**src/rtl/qdec_pkg.sv**
```systemverilog
// Shared types and Gray-code helpers for the quadrature decoder.
package qdec_pkg;

    // Decoder control: INIT primes the filters, TRACK decodes.
    typedef enum logic {INIT, TRACK} qdec_state_e;

    // Filtered {a,b} phases in up order: 00 -> 10 -> 11 -> 01 -> 00.
    localparam logic [1:0] PH_00 = 2'b00;
    localparam logic [1:0] PH_10 = 2'b10;
    localparam logic [1:0] PH_11 = 2'b11;
    localparam logic [1:0] PH_01 = 2'b01;

    // INIT cycle count at which the filters are loaded, and the one after,
    // when phase has picked up the loaded value and decode can start.
    localparam logic [1:0] INIT_LOAD = 2'd2;
    localparam logic [1:0] INIT_DONE = 2'd3;

    // Successor of a phase when the encoder turns in the up direction.
    function automatic logic [1:0] next_up(input logic [1:0] ph);
        case (ph)
            PH_00:   next_up = PH_10;
            PH_10:   next_up = PH_11;
            PH_11:   next_up = PH_01;
            default: next_up = PH_00;
        endcase
    endfunction

endpackage

```
**src/rtl/qdec_filter.sv**
```systemverilog
// One encoder channel: 2-flop synchroniser followed by a glitch filter that
// accepts a new level only after FILTER_LEN consecutive synchronised samples.
module qdec_filter #(
    parameter int FILTER_LEN = 4
) (
    input  logic clk,
    input  logic reset_n,
    input  logic in,
    input  logic load,
    output logic out
);

    logic       s1, s2;
    logic [3:0] cnt;

    // Synchronise the asynchronous channel into the clk domain.
    always_ff @(posedge clk) begin
        if (!reset_n) begin
            s1 <= 1'b0;
            s2 <= 1'b0;
        end else begin
            s1 <= in;
            s2 <= s1;
        end
    end

    // Count how long s2 has disagreed with the accepted level; any agreeing
    // sample restarts the count, so short pulses never get through.
    always_ff @(posedge clk) begin
        if (!reset_n) begin
            out <= 1'b0;
            cnt <= 4'd0;
        end else if (load) begin
            out <= s2;
            cnt <= 4'd0;
        end else if (s2 == out) begin
            cnt <= 4'd0;
        end else if (cnt == 4'(FILTER_LEN - 1)) begin
            out <= s2;
            cnt <= 4'd0;
        end else begin
            cnt <= cnt + 4'd1;
        end
    end

endmodule

```
**src/rtl/quad_decoder.sv**
```systemverilog
// Quadrature encoder front end: per-channel sync + glitch filter, Gray decode
// into step/up_down for a downstream up/down counter, illegal-transition flag
// and saturating error count.
// Build option: define QDEC_X4_EN for x4 decoding (step on every legal
// transition); otherwise x1 (step only on entry to 00).
module quad_decoder
    import qdec_pkg::*;
#(
    parameter int FILTER_LEN = 4,
    parameter int ERR_W      = 8
) (
    input  logic             clk,
    input  logic             reset_n,
    input  logic             enc_a,
    input  logic             enc_b,
    input  logic             clr_err,
    output logic             step,
    output logic             up_down,
    output logic             err,
    output logic [ERR_W-1:0] err_cnt,
    output logic [1:0]       phase
);

    qdec_state_e state_q, state_d;
    logic [1:0]  init_cnt_q, init_cnt_d;
    logic        load;
    logic [1:0]  enc, filt, diff;
    logic        step_d, err_d, dir_d;

    assign enc = {enc_a, enc_b};

    // Bit 1 is channel A, bit 0 is channel B.
    for (genvar i = 0; i < 2; i++) begin : g_ch
        qdec_filter #(.FILTER_LEN(FILTER_LEN)) u_filt (
            .clk     (clk),
            .reset_n (reset_n),
            .in      (enc[i]),
            .load    (load),
            .out     (filt[i])
        );
    end

    // State register for the INIT/TRACK controller.
    always_ff @(posedge clk) begin
        if (!reset_n) begin
            state_q    <= INIT;
            init_cnt_q <= 2'd0;
        end else begin
            state_q    <= state_d;
            init_cnt_q <= init_cnt_d;
        end
    end

    // Two cycles flush the sync chain, then the filters load s2 directly;
    // one more cycle lets phase catch the loaded value so the first TRACK
    // compare sees no change.
    always_comb begin
        state_d    = state_q;
        init_cnt_d = init_cnt_q;
        load       = 1'b0;
        case (state_q)
            INIT: begin
                init_cnt_d = init_cnt_q + 2'd1;
                if (init_cnt_q == INIT_LOAD) begin
                    load = 1'b1;
                end
                if (init_cnt_q == INIT_DONE) begin
                    state_d    = TRACK;
                    init_cnt_d = 2'd0;
                end
            end
            default: ;
        endcase
    end

    // Compare this cycle's filtered phase with last cycle's (held in phase).
    always_comb begin
        step_d = 1'b0;
        err_d  = 1'b0;
        dir_d  = (filt == next_up(phase));
        diff   = filt ^ phase;
        if (state_q == TRACK) begin
            if (diff == 2'b11) begin
                err_d = 1'b1;
            end else if (diff != 2'b00) begin
`ifdef QDEC_X4_EN
                step_d = 1'b1;
`else
                step_d = (filt == PH_00);
`endif
            end
        end
    end

    // Register decode results; direction only moves together with a step.
    always_ff @(posedge clk) begin
        if (!reset_n) begin
            step    <= 1'b0;
            err     <= 1'b0;
            up_down <= 1'b1;
            phase   <= PH_00;
        end else begin
            step  <= step_d;
            err   <= err_d;
            phase <= filt;
            if (step_d) begin
                up_down <= dir_d;
            end
        end
    end

    // Saturating illegal-transition count; a clear wins over an increment.
    always_ff @(posedge clk) begin
        if (!reset_n) begin
            err_cnt <= '0;
        end else if (clr_err) begin
            err_cnt <= '0;
        end else if (err_d && (err_cnt != '1)) begin
            err_cnt <= err_cnt + ERR_W'(1);
        end
    end

endmodule

```
**config.mk**
```make
export PLATFORM = sky130hd
export DESIGN_NAME = quad_decoder
export DESIGN_NICKNAME = d
export VERILOG_FILES = /design/src/rtl/qdec_pkg.sv /design/src/rtl/qdec_filter.sv /design/src/rtl/quad_decoder.sv
export SDC_FILE = /design/constraint.sdc
export NUM_CORES = 1
export LEC_CHECK = 0
export ABC_AREA = 1
export CAP_MARGIN = 20
export CORE_ASPECT_RATIO = 1.1
export CORE_MARGIN = 8
export CORE_UTILIZATION = 30
export CTS_BUF_LIST = sky130_fd_sc_hd__clkbuf_4 sky130_fd_sc_hd__clkbuf_8 sky130_fd_sc_hd__clkbuf_16
export DETAILED_ROUTE_END_ITERATION = 8
export GPL_TIMING_DRIVEN = 0
export SLEW_MARGIN = 0
export SYNTH_ARGS = -nofsm -noshare
export SYNTH_HDL_FRONTEND = slang
export SYNTH_SLANG_ARGS = --single-unit
export TNS_END_PERCENT = 5
```
**constraint.sdc**
```tcl
create_clock -name clk -period 1.2 [get_ports clk]
set_input_delay 0.12 -clock clk [delete_from_list [all_inputs] [get_ports clk]]
set_output_delay 0.12 -clock clk [all_outputs]
set_load 0.005 [all_outputs]
```
Word-level counts from Yosys, hierarchy flattened:

Index checks and enable logic that the tools add are counted.

* word-level logic and storage cells: 62
* flip-flop bits (word level): 30
* input bits: 5
* output and inout bits: 13

* equal/unequal tests: 13
* reduce and logical (&&, ||, !) cells: 11
* multiplexer cells: 17
* $add $sub $neg: 4
* bitwise operators: 2

Operators with widths (count)
* two-way mux 1 bit: 15
* equality test 2 bit (second input constant): 5
* adder 4 x 1 -> 4 bit (second input constant): 2
* adder 8 x 1 -> 8 bit (second input constant): 1
* equality test 4 x 2 -> 1 bit (second input constant): 2
* inequality test 8 bit (second input constant): 1
* OR reduction 4 bit: 2
* one-hot mux 2 bit (3 select lines): 1
* nonzero test 2 bit: 3
* zero test 2 bit: 2
* AND reduction 2 bit: 2
* adder 2 x 1 -> 2 bit (second input constant): 1
* equality test 1 bit: 2
* equality test 2 bit: 1
* two-way mux 2 bit: 1
* inequality test 2 x 1 -> 1 bit (second input constant): 1
* inequality test 2 bit (second input constant): 1
* OR reduction 2 bit: 1
* bitwise XOR 2 bit: 1
* logical AND 1 bit: 1
* inverter 1 bit: 1

Logic depth before layout (Yosys ltp):

Gate-level depths: netlist of the first run.

* word-level depth: 5
* gate-level depth with buffers: 9
* depth with buffers taken out: 9

Hierarchy:

Synthesis of the first run repeated with hierarchy kept, for this count alone.

* cell total of the unflattened synthesis: 197
* area total of the unflattened synthesis: 1392.6 µm²

Modules (own cells, without submodules)
* quad_decoder: cells each 127, area an instance 844.6 µm², instances 1, seq. area each 320.3 µm²
* qdec_filter: cells each 35, area an instance 274.0 µm², instances 2, seq. area each 140.1 µm²

Worst setup path before layout of the first run:

OpenSTA, ideal clock, no wires.

* path kind: reg-to-reg
* from: reg err_cnt[0]
* to: reg err_cnt[0]
* data arrival time: 1154 ps
* stages on the path, launching flop included: 10
* required time: 1087 ps
* setup slack: -67 ps
* buffers on the path: 0
* library setup time: 113 ps
* period minus slack after synthesis: 1267 ps
* cell sequence: dfxtp_1 > ha_1 > nand3_1 > inv_1 > nand2_2 > inv_1 > nor2_4 > nand2_1 > nand2_1 > nor2_1

* word-level cells in the longest chain between the ends: 2

RTL lines
* from (decl): line quad_decoder.sv:20 `output logic [ERR_W-1:0] err_cnt,`
* from (signal assigned): line quad_decoder.sv:119 `err_cnt <= err_cnt + ERR_W'(1);`
* branches (longest 2 deep; another with adder 8 x 1 -> 8 bit)

Several ways; the timed one is not identified.
A chain may end at the register's enable or synchronous reset.

Worst setup path after layout of the first run:

* from: reg err_cnt[1]
* to: reg err_cnt[0]

* word-level cells in the longest chain between the ends: 2

RTL lines
* inequality test 8 bit: line quad_decoder.sv:118 `end else if (err_d && (err_cnt != '1)) begin`
* logical AND 1 bit: line quad_decoder.sv:118

Every way passes these cells.

==> flow_summary.yaml, run 1 <==
outcome:
  outcome: "complete, but fails checks"
  violated_checks: "setup timing"
synth:
  yosysUniqueCellTypes: 23
  netlist_instances: 189
  synthesis.area_per_instance_um2: 7.18
  synth-seq-cells: 30
  synth.yosys.seq_area_share_pct: 44.3
  synth_nets: 199
  synthesis.area_mm2: 0.00136
  yosys_warnings: 0
floorplan:
  chipWidth_um: 80.1
  placementRows: 25
  initial_core_util_pct: 31.4
  dieArea_mm2: 0.00693
  io_pins: 18
  floorplan.core_area_mm2: 0.00432
  die_boundary_height_um: 86.5
grt:
  track_usage_pct: 8.81
  grt-ovfl-total: 0
  grt_pass1_wl_um: 4730
  antenna_found_initial: 0
  first_global_vias: 1115
  grt_max_degree: 11
routing:
  viasPerCell: 4.35
  dr.first_iter.drc_count: 34
  route.final.wire_length_um: 2740
  dr.max_layer_used: "met4"
  routed_wire_length_per_instance_um: 10.2
  remaining_drc_errors: 0
  vias: 1175
  wl_met2_um: 1250
  wl_met3_um: 164
  antenna_left: 0
  drt_pass1_iterations: 4
  m1WireLength_um: 1260
critical_path:
  cp_max_fo: 6
  start_kind: "flop"
  worst_ep_arrival_time_ps: 1390
  crit_required_ps: 1380
  setup_cp_type: "reg2reg"
  crit_path_end_kind: "flop"
  ff2ff_path_depth: 9
clocking:
  clock-root-buffer: "sky130_fd_sc_hd__clkbuf_8"
  tritoncts.num_buffers: 5
  path_clk_slew_ps: 60
  htree_levels: 2
  tritoncts_clock_tree: "built"
  cts_num_sinks: 30
  clk_latency_ps: 290
  clockBufferDepth: 2
  hold_buffers: 0
timing:
  timing.fmax_ghz: 0.827
  final.setup_skew_ps: 4.27
  timing_worst_slew_pin_value_ps: 271
  post-route-period-util_pct: 101
  post-route-min-period_ps: 1210
  max-slew-margin-rel_pct: 81.8
  setup-tns-final_ps: -12.2
  unrepaired_setup_endpoints_after_global_routing: "yes"
  final.hold.worst_slack_ps: 129
  report.final.slew_viol_count: 0
  final_setup_violations: 2
  post-route-worst-setup-slack_ps: -9.11
  finalHoldViolations: 0
pwr:
  power_dens_cells_mw_per_mm2: 1320
  ir_drop_mv: 0.669
  power.static_leakage_nw: 0.833
place:
  port-buffer-count: 16
  gp_congestion: 0.740
  hpwlAfterDp_um: 1900
min_path:
  timing.hold.worst.class: "in2reg"
  worst_hold_stages: 3
layout:
  post_route_cells_drive_above_1_share_pct: 21.3
  fin_nets: 225
  areaGrowthSynthToFinish_pct: 31.1
  insertedDiodeCount: 0
  layout.filler_cells: 464
flow_run:
  max_cap_violations: 0
==> cells by family after synthesis <==
family                     share of synthesized area (%)
AOI/OAI and AO/OA                                   7.93
xor gates and xnor gates                            2.58
adders and majority gates                           4.61
buffers and inverters                               8.95
DFF                                                 44.3
and+or+nand+nor                                     31.6
==> metrics by stage <==
step                power, mW  worst slack (ps)  util, %  cell area (µm²)  instances
floorplan                1.40              6.04        -             1360        189
global placement         1.49              -106     36.8             1590        259
detailed placement       1.49              -119     36.8             1590        259
CTS                      2.38             -87.7     40.4             1740        268
global route             2.50              -109     41.2             1780        270
finish                   2.34             -9.11     41.2             1780        270
==> synthesized netlist by cell type <==
cell | count | area share, %
sky130_fd_sc_hd__a211oi_1 | 1 | 0.55
sky130_fd_sc_hd__a21oi_1 | 14 | 5.2
sky130_fd_sc_hd__buf_2 | 1 | 0.37
sky130_fd_sc_hd__buf_6 | 1 | 0.83
sky130_fd_sc_hd__dfxtp_1 | 30 | 44
sky130_fd_sc_hd__ha_1 | 5 | 4.6
sky130_fd_sc_hd__inv_1 | 26 | 7.2
sky130_fd_sc_hd__inv_2 | 2 | 0.55
sky130_fd_sc_hd__nand2_1 | 51 | 14
sky130_fd_sc_hd__nand2_2 | 2 | 0.92
sky130_fd_sc_hd__nand3_1 | 11 | 4.1
sky130_fd_sc_hd__nand3_2 | 2 | 1.5
sky130_fd_sc_hd__nand3b_1 | 2 | 1.1
sky130_fd_sc_hd__nand4_1 | 1 | 0.46
sky130_fd_sc_hd__nor2_1 | 25 | 6.9
sky130_fd_sc_hd__nor2_2 | 1 | 0.46
sky130_fd_sc_hd__nor2_4 | 1 | 0.83
sky130_fd_sc_hd__nor3_1 | 1 | 0.37
sky130_fd_sc_hd__o21ai_0 | 4 | 1.5
sky130_fd_sc_hd__o21ai_1 | 2 | 0.74
sky130_fd_sc_hd__or2_2 | 2 | 0.92
sky130_fd_sc_hd__xnor2_1 | 1 | 0.65
sky130_fd_sc_hd__xor2_1 | 3 | 1.9
==> cell type report <==
type	instances	area (µm²)	share of cell area, %
buffer	2	16.3	0.915
timing repair buffer	19	170	9.57
clock inverter	1	5.00	0.281
clock buffer	7	90.1	5.07
sequential	30	634	35.7
inverter	28	105	5.91
tap	54	67.6	3.80
multi-input combinational	129	689	38.8
==> critical path: stages, from the launching register on <==
cell and delay (ps):
sky130_fd_sc_hd__dfxtp_4 360, sky130_fd_sc_hd__ha_4 170, sky130_fd_sc_hd__nand3_2 90, sky130_fd_sc_hd__inv_2 50, sky130_fd_sc_hd__nand2_4 80, sky130_fd_sc_hd__inv_2 50
sky130_fd_sc_hd__nor2_4 150, sky130_fd_sc_hd__nand2_1 70, sky130_fd_sc_hd__nand2_1 60, sky130_fd_sc_hd__nor2_1 30
==> per-layer routing <==
metal	up-vias	global-route usage, %
met5	-	0
met1	513	9.39
met2	16	13.7
met3	8	4.14
met4	0	5.46
li1	638	-
==> layout by cell type (no fill, tap or decap) <==
master	instances
sky130_fd_sc_hd__nand3_4	1
sky130_fd_sc_hd__ha_4	1
sky130_fd_sc_hd__buf_4	3
sky130_fd_sc_hd__xnor2_1	1
sky130_fd_sc_hd__clkdlybuf4s50_1	3
sky130_fd_sc_hd__inv_2	4
sky130_fd_sc_hd__nand3_1	8
sky130_fd_sc_hd__nor2_1	22
sky130_fd_sc_hd__or2_2	2
sky130_fd_sc_hd__nand3b_1	2
sky130_fd_sc_hd__nand4_1	1
sky130_fd_sc_hd__nand2_4	1
sky130_fd_sc_hd__nor3_1	1
sky130_fd_sc_hd__clkbuf_8	6
sky130_fd_sc_hd__nor2_4	2
sky130_fd_sc_hd__ha_1	4
sky130_fd_sc_hd__nand2_1	50
sky130_fd_sc_hd__buf_2	1
sky130_fd_sc_hd__o21ai_0	4
sky130_fd_sc_hd__dlygate4sd2_1	12
sky130_fd_sc_hd__clkbuf_4	1
sky130_fd_sc_hd__a21oi_1	14
sky130_fd_sc_hd__dfxtp_1	17
sky130_fd_sc_hd__dlymetal6s2s_1	1
sky130_fd_sc_hd__nor2_2	3
sky130_fd_sc_hd__o21ai_1	2
sky130_fd_sc_hd__nand2_2	2
sky130_fd_sc_hd__dfxtp_2	6
sky130_fd_sc_hd__buf_6	1
sky130_fd_sc_hd__dfxtp_4	7
sky130_fd_sc_hd__inv_1	24
sky130_fd_sc_hd__a211oi_1	1
sky130_fd_sc_hd__nand3_2	4
sky130_fd_sc_hd__clkinv_2	1
sky130_fd_sc_hd__xor2_1	3
==> final timing paths <==
kind / start / end / slack [ps]
worst max-delay path: err_cnt[1]$_SDFFE_PP0P_ / err_cnt[0]$_SDFFE_PP0P_ / -9
worst min-delay path: reset_n / phase[1]$_SDFF_PN0_ / 130
worst max register to register: err_cnt[1]$_SDFFE_PP0P_ / err_cnt[0]$_SDFFE_PP0P_ / -9
worst min register to register: g_ch[1].u_filt.s1$_SDFF_PN0_ / g_ch[1].u_filt.s2$_SDFF_PN0_ / 420
==> power by group <==
group / total, mW / switching [mW] / internal [mW] / leakage, nW
clock network: 0.861 / 0.377 / 0.484 / 0.0517
logic: 0.352 / 0.210 / 0.142 / 0.529
registers: 1.13 / 0.0665 / 1.06 / 0.252
total: 2.34 / 0.654 / 1.69 / 0.833
==> state kept, by name, summed over array words and instances (netlist names) <==
name	flops
err_cnt	8
g_ch.u_filt.cnt	8
g_ch.u_filt.out	2
g_ch.u_filt.s1	2
g_ch.u_filt.s2	2
init_cnt_q	2
phase	2
err	1
state_q	1
step	1
up_down	1
==> timing repair <==
| action | 4_1_cts | 5_1_grt |
|---|---|---|
| pin swaps | 4 | 6 |
| endpoints found under the setup margin | 29 | 20 |
| buffers inserted | 1 | 2 |
| hold endpoints to repair | 0 | 0 |
| gates resized for setup | 38 | 7 |
Power figures use the tool's default switching activity.
==> run 2: changes to the inputs <==
--- a/config.mk
+++ b/config.mk
@@ -13,6 +13,7 @@
 export CTS_BUF_LIST = sky130_fd_sc_hd__clkbuf_4 sky130_fd_sc_hd__clkbuf_8 sky130_fd_sc_hd__clkbuf_16
 export DETAILED_ROUTE_END_ITERATION = 8
 export GPL_TIMING_DRIVEN = 0
+export PLACE_DENSITY = 0.57
 export SLEW_MARGIN = 0
 export SYNTH_ARGS = -nofsm -noshare
 export SYNTH_HDL_FRONTEND = slang
==> flow_summary.yaml, run 2 (synthesized netlist as in run 1, its figures left out) <==
outcome:
  outcome: "complete, but fails checks"
  violated_checks: "setup timing"
clocking:
  tritoncts_clock_tree: "built"
  clk_latency_ps: 280
  cts_num_sinks: 30
  tritoncts.num_buffers: 5
  clock-root-buffer: "sky130_fd_sc_hd__clkbuf_8"
  path_clk_slew_ps: 70
  clockBufferDepth: 2
  hold_buffers: 0
  htree_levels: 2
routing:
  routed_wire_length_per_instance_um: 10.2
  viasPerCell: 4.39
  route.final.wire_length_um: 2780
  remaining_drc_errors: 0
  antenna_left: 0
  dr.first_iter.drc_count: 31
  drt_pass1_iterations: 4
  vias: 1198
critical_path:
  setup_cp_type: "reg2reg"
  r2r_end: "err_cnt[1]$_SDFFE_PP0P_"
  start_kind: "flop"
  crit_required_ps: 1410
  cp_slowest_stage_delay_ps: 360
  worst_ep_arrival_time_ps: 1420
  ff2ff_setup_slack_ps: -10
  slowest_stage: "sky130_fd_sc_hd__dfxtp_4"
  critical_path.startpoint: "err_cnt[1]$_SDFFE_PP0P_"
  crit-reg2reg-launch: "err_cnt[1]$_SDFFE_PP0P_"
  crit_chain: "ha_4, nand3_2, inv_2, nand2_4, inv_2, nor2_4, nor2_1, nor2_1"
  cp_max_fo: 6
  crit_path_end_kind: "flop"
  ff2ff_path_depth: 8
pwr:
  p_seq_share_pct: 47.1
  ir_drop_mv: 0.746
  power.share.switching_pct: 28.8
  internal-power_mw: 1.71
  power.static_leakage_nw: 0.853
  power_dens_cells_mw_per_mm2: 1300
  combinational_fraction_of_design_power_pct: 16.8
  switching_power_uw: 692
  clock_power_share_pct: 36.0
  total_power_mw: 2.40
grt:
  grt_max_degree: 11
  track_usage_pct: 8.78
  antenna_found_initial: 0
  grt-ovfl-total: 0
  grt_pass1_wl_um: 4730
  first_global_vias: 1148
timing:
  timing.fmax_ghz: 0.825
  setup-tns-final_ps: -36.5
  post-route-period-util_pct: 101
  max-slew-margin-rel_pct: 80.9
  finalHoldViolations: 0
  timing_worst_slew_pin_value_ps: 286
  post-route-min-period_ps: 1210
  report.final.slew_viol_count: 0
  final_setup_violations: 5
  final.setup_skew_ps: 8.56
  post-route-worst-setup-slack_ps: -12.4
  unrepaired_setup_endpoints_after_global_routing: "yes"
floorplan:
  floorplan.core_area_mm2: 0.00432
  initial_core_util_pct: 31.4
  io_pins: 18
  chipWidth_um: 80.1
  dieArea_mm2: 0.00693
  die_boundary_height_um: 86.5
  placementRows: 25
min_path:
  worst_hold_stages: 3
  worstHoldStart: "reset_n"
  hold_path_end: "phase[0]$_SDFF_PN0_"
  timing.hold.worst.class: "in2reg"
layout:
  post_route_cells_drive_above_1_share_pct: 28.3
  final_cells: 273
  insertedDiodeCount: 0
  most-common-layout-cells: "46 x sky130_fd_sc_hd__nand2_1, 23 x sky130_fd_sc_hd__inv_1, 20 x sky130_fd_sc_hd__nor2_1"
  mostFrequentLayoutCell: "sky130_fd_sc_hd__nand2_1"
  areaGrowthSynthToFinish_pct: 36.4
  layout.filler_cells: 467
  largestRegisters: "err_cnt: 8 flops, g_ch.u_filt.cnt: 8 flops"
  fin_nets: 228
place:
  hpwlAfterDp_um: 1890
  port-buffer-count: 16
  post-place-cells: 259
  gp_congestion: 0.744
flow_run:
  max_cap_violations: 0
[run 2: cell count changes in the layout (fill, tap and decap cells not counted), sizes merged]
cell  delta
buf      +3
[run 2: how the worst max path moves through the flow]
stage / endpoint / slack, ps / cells past startpoint
after floorplan: err_cnt[0]$_SDFFE_PP0P_ / 6 / 8
after global placement: err_cnt[0]$_SDFFE_PP0P_ / -110 / 9
after detailed placement: err_cnt[0]$_SDFFE_PP0P_ / -130 / 9
after CTS: err_cnt[1] / -100 / 1
after global routing: err_cnt[0]$_SDFFE_PP0P_ / -100 / 9
final: err_cnt[1]$_SDFFE_PP0P_ / -10 / 8
[run 2: area by class of cell]
| type | count | area [µm²] | share of cell area (%) |
|---|---|---|---|
| multi-input combinational | 129 | 733 | 39.6 |
| sequential | 30 | 638 | 34.5 |
| timing repair buffer | 22 | 193 | 10.4 |
| inverter | 28 | 108 | 5.81 |
| clock buffer | 7 | 90.1 | 4.87 |
| tap | 54 | 67.6 | 3.65 |
| buffer | 2 | 16.3 | 0.879 |
| clock inverter | 1 | 5.00 | 0.270 |
[run 2: power groups by stage]
stage	combinational [mW]	clock, mW	sequential [mW]
2_1_floorplan	0.258	0	1.14
3_3_place_gp	0.333	0	1.15
3_5_place_dp	0.337	0	1.15
4_1_cts	0.363	0.893	1.12
5_1_grt	0.467	0.934	1.14
6_report	0.404	0.865	1.13
[run 2: what timing repair did]
| item | CTS | global route |
|---|---|---|
| resized for setup | 36 | 25 |
| buffers inserted | 4 | 2 |
| endpoints found under the setup margin | 30 | 20 |
| pin swaps | 3 | 10 |
[run 2: layer usage]
layer	vias up	part of all wire [%]	GRT usage, %
met5	-	0	0
li1	646	-	-
met1	529	44	8.96
met4	0	1.9	5.96
met3	5	5.1	3.00
met2	18	49	14.7
[run 2: critical path, delay by kind of cell (launching register included)]
| family | cells | cell delay [ps] |
|---|---|---|
| flops | 1 | 360 |
| fa+ha+maj | 1 | 170 |
| simple gates | 5 | 510 |
| buf+inv | 2 | 100 |
[run 2: metrics by stage]
stage	hold WS, ps	utilization (%)	setup WS, ps	cell area, µm²
4_1_cts	130	40.7	-96.4	1760
5_1_grt	135	42.9	-95.2	1850
3_5_place_dp	398	36.8	-127	1590
3_3_place_gp	395	36.8	-113	1590
2_1_floorplan	218	-	6.04	1360
6_report	134	42.9	-12.4	1850
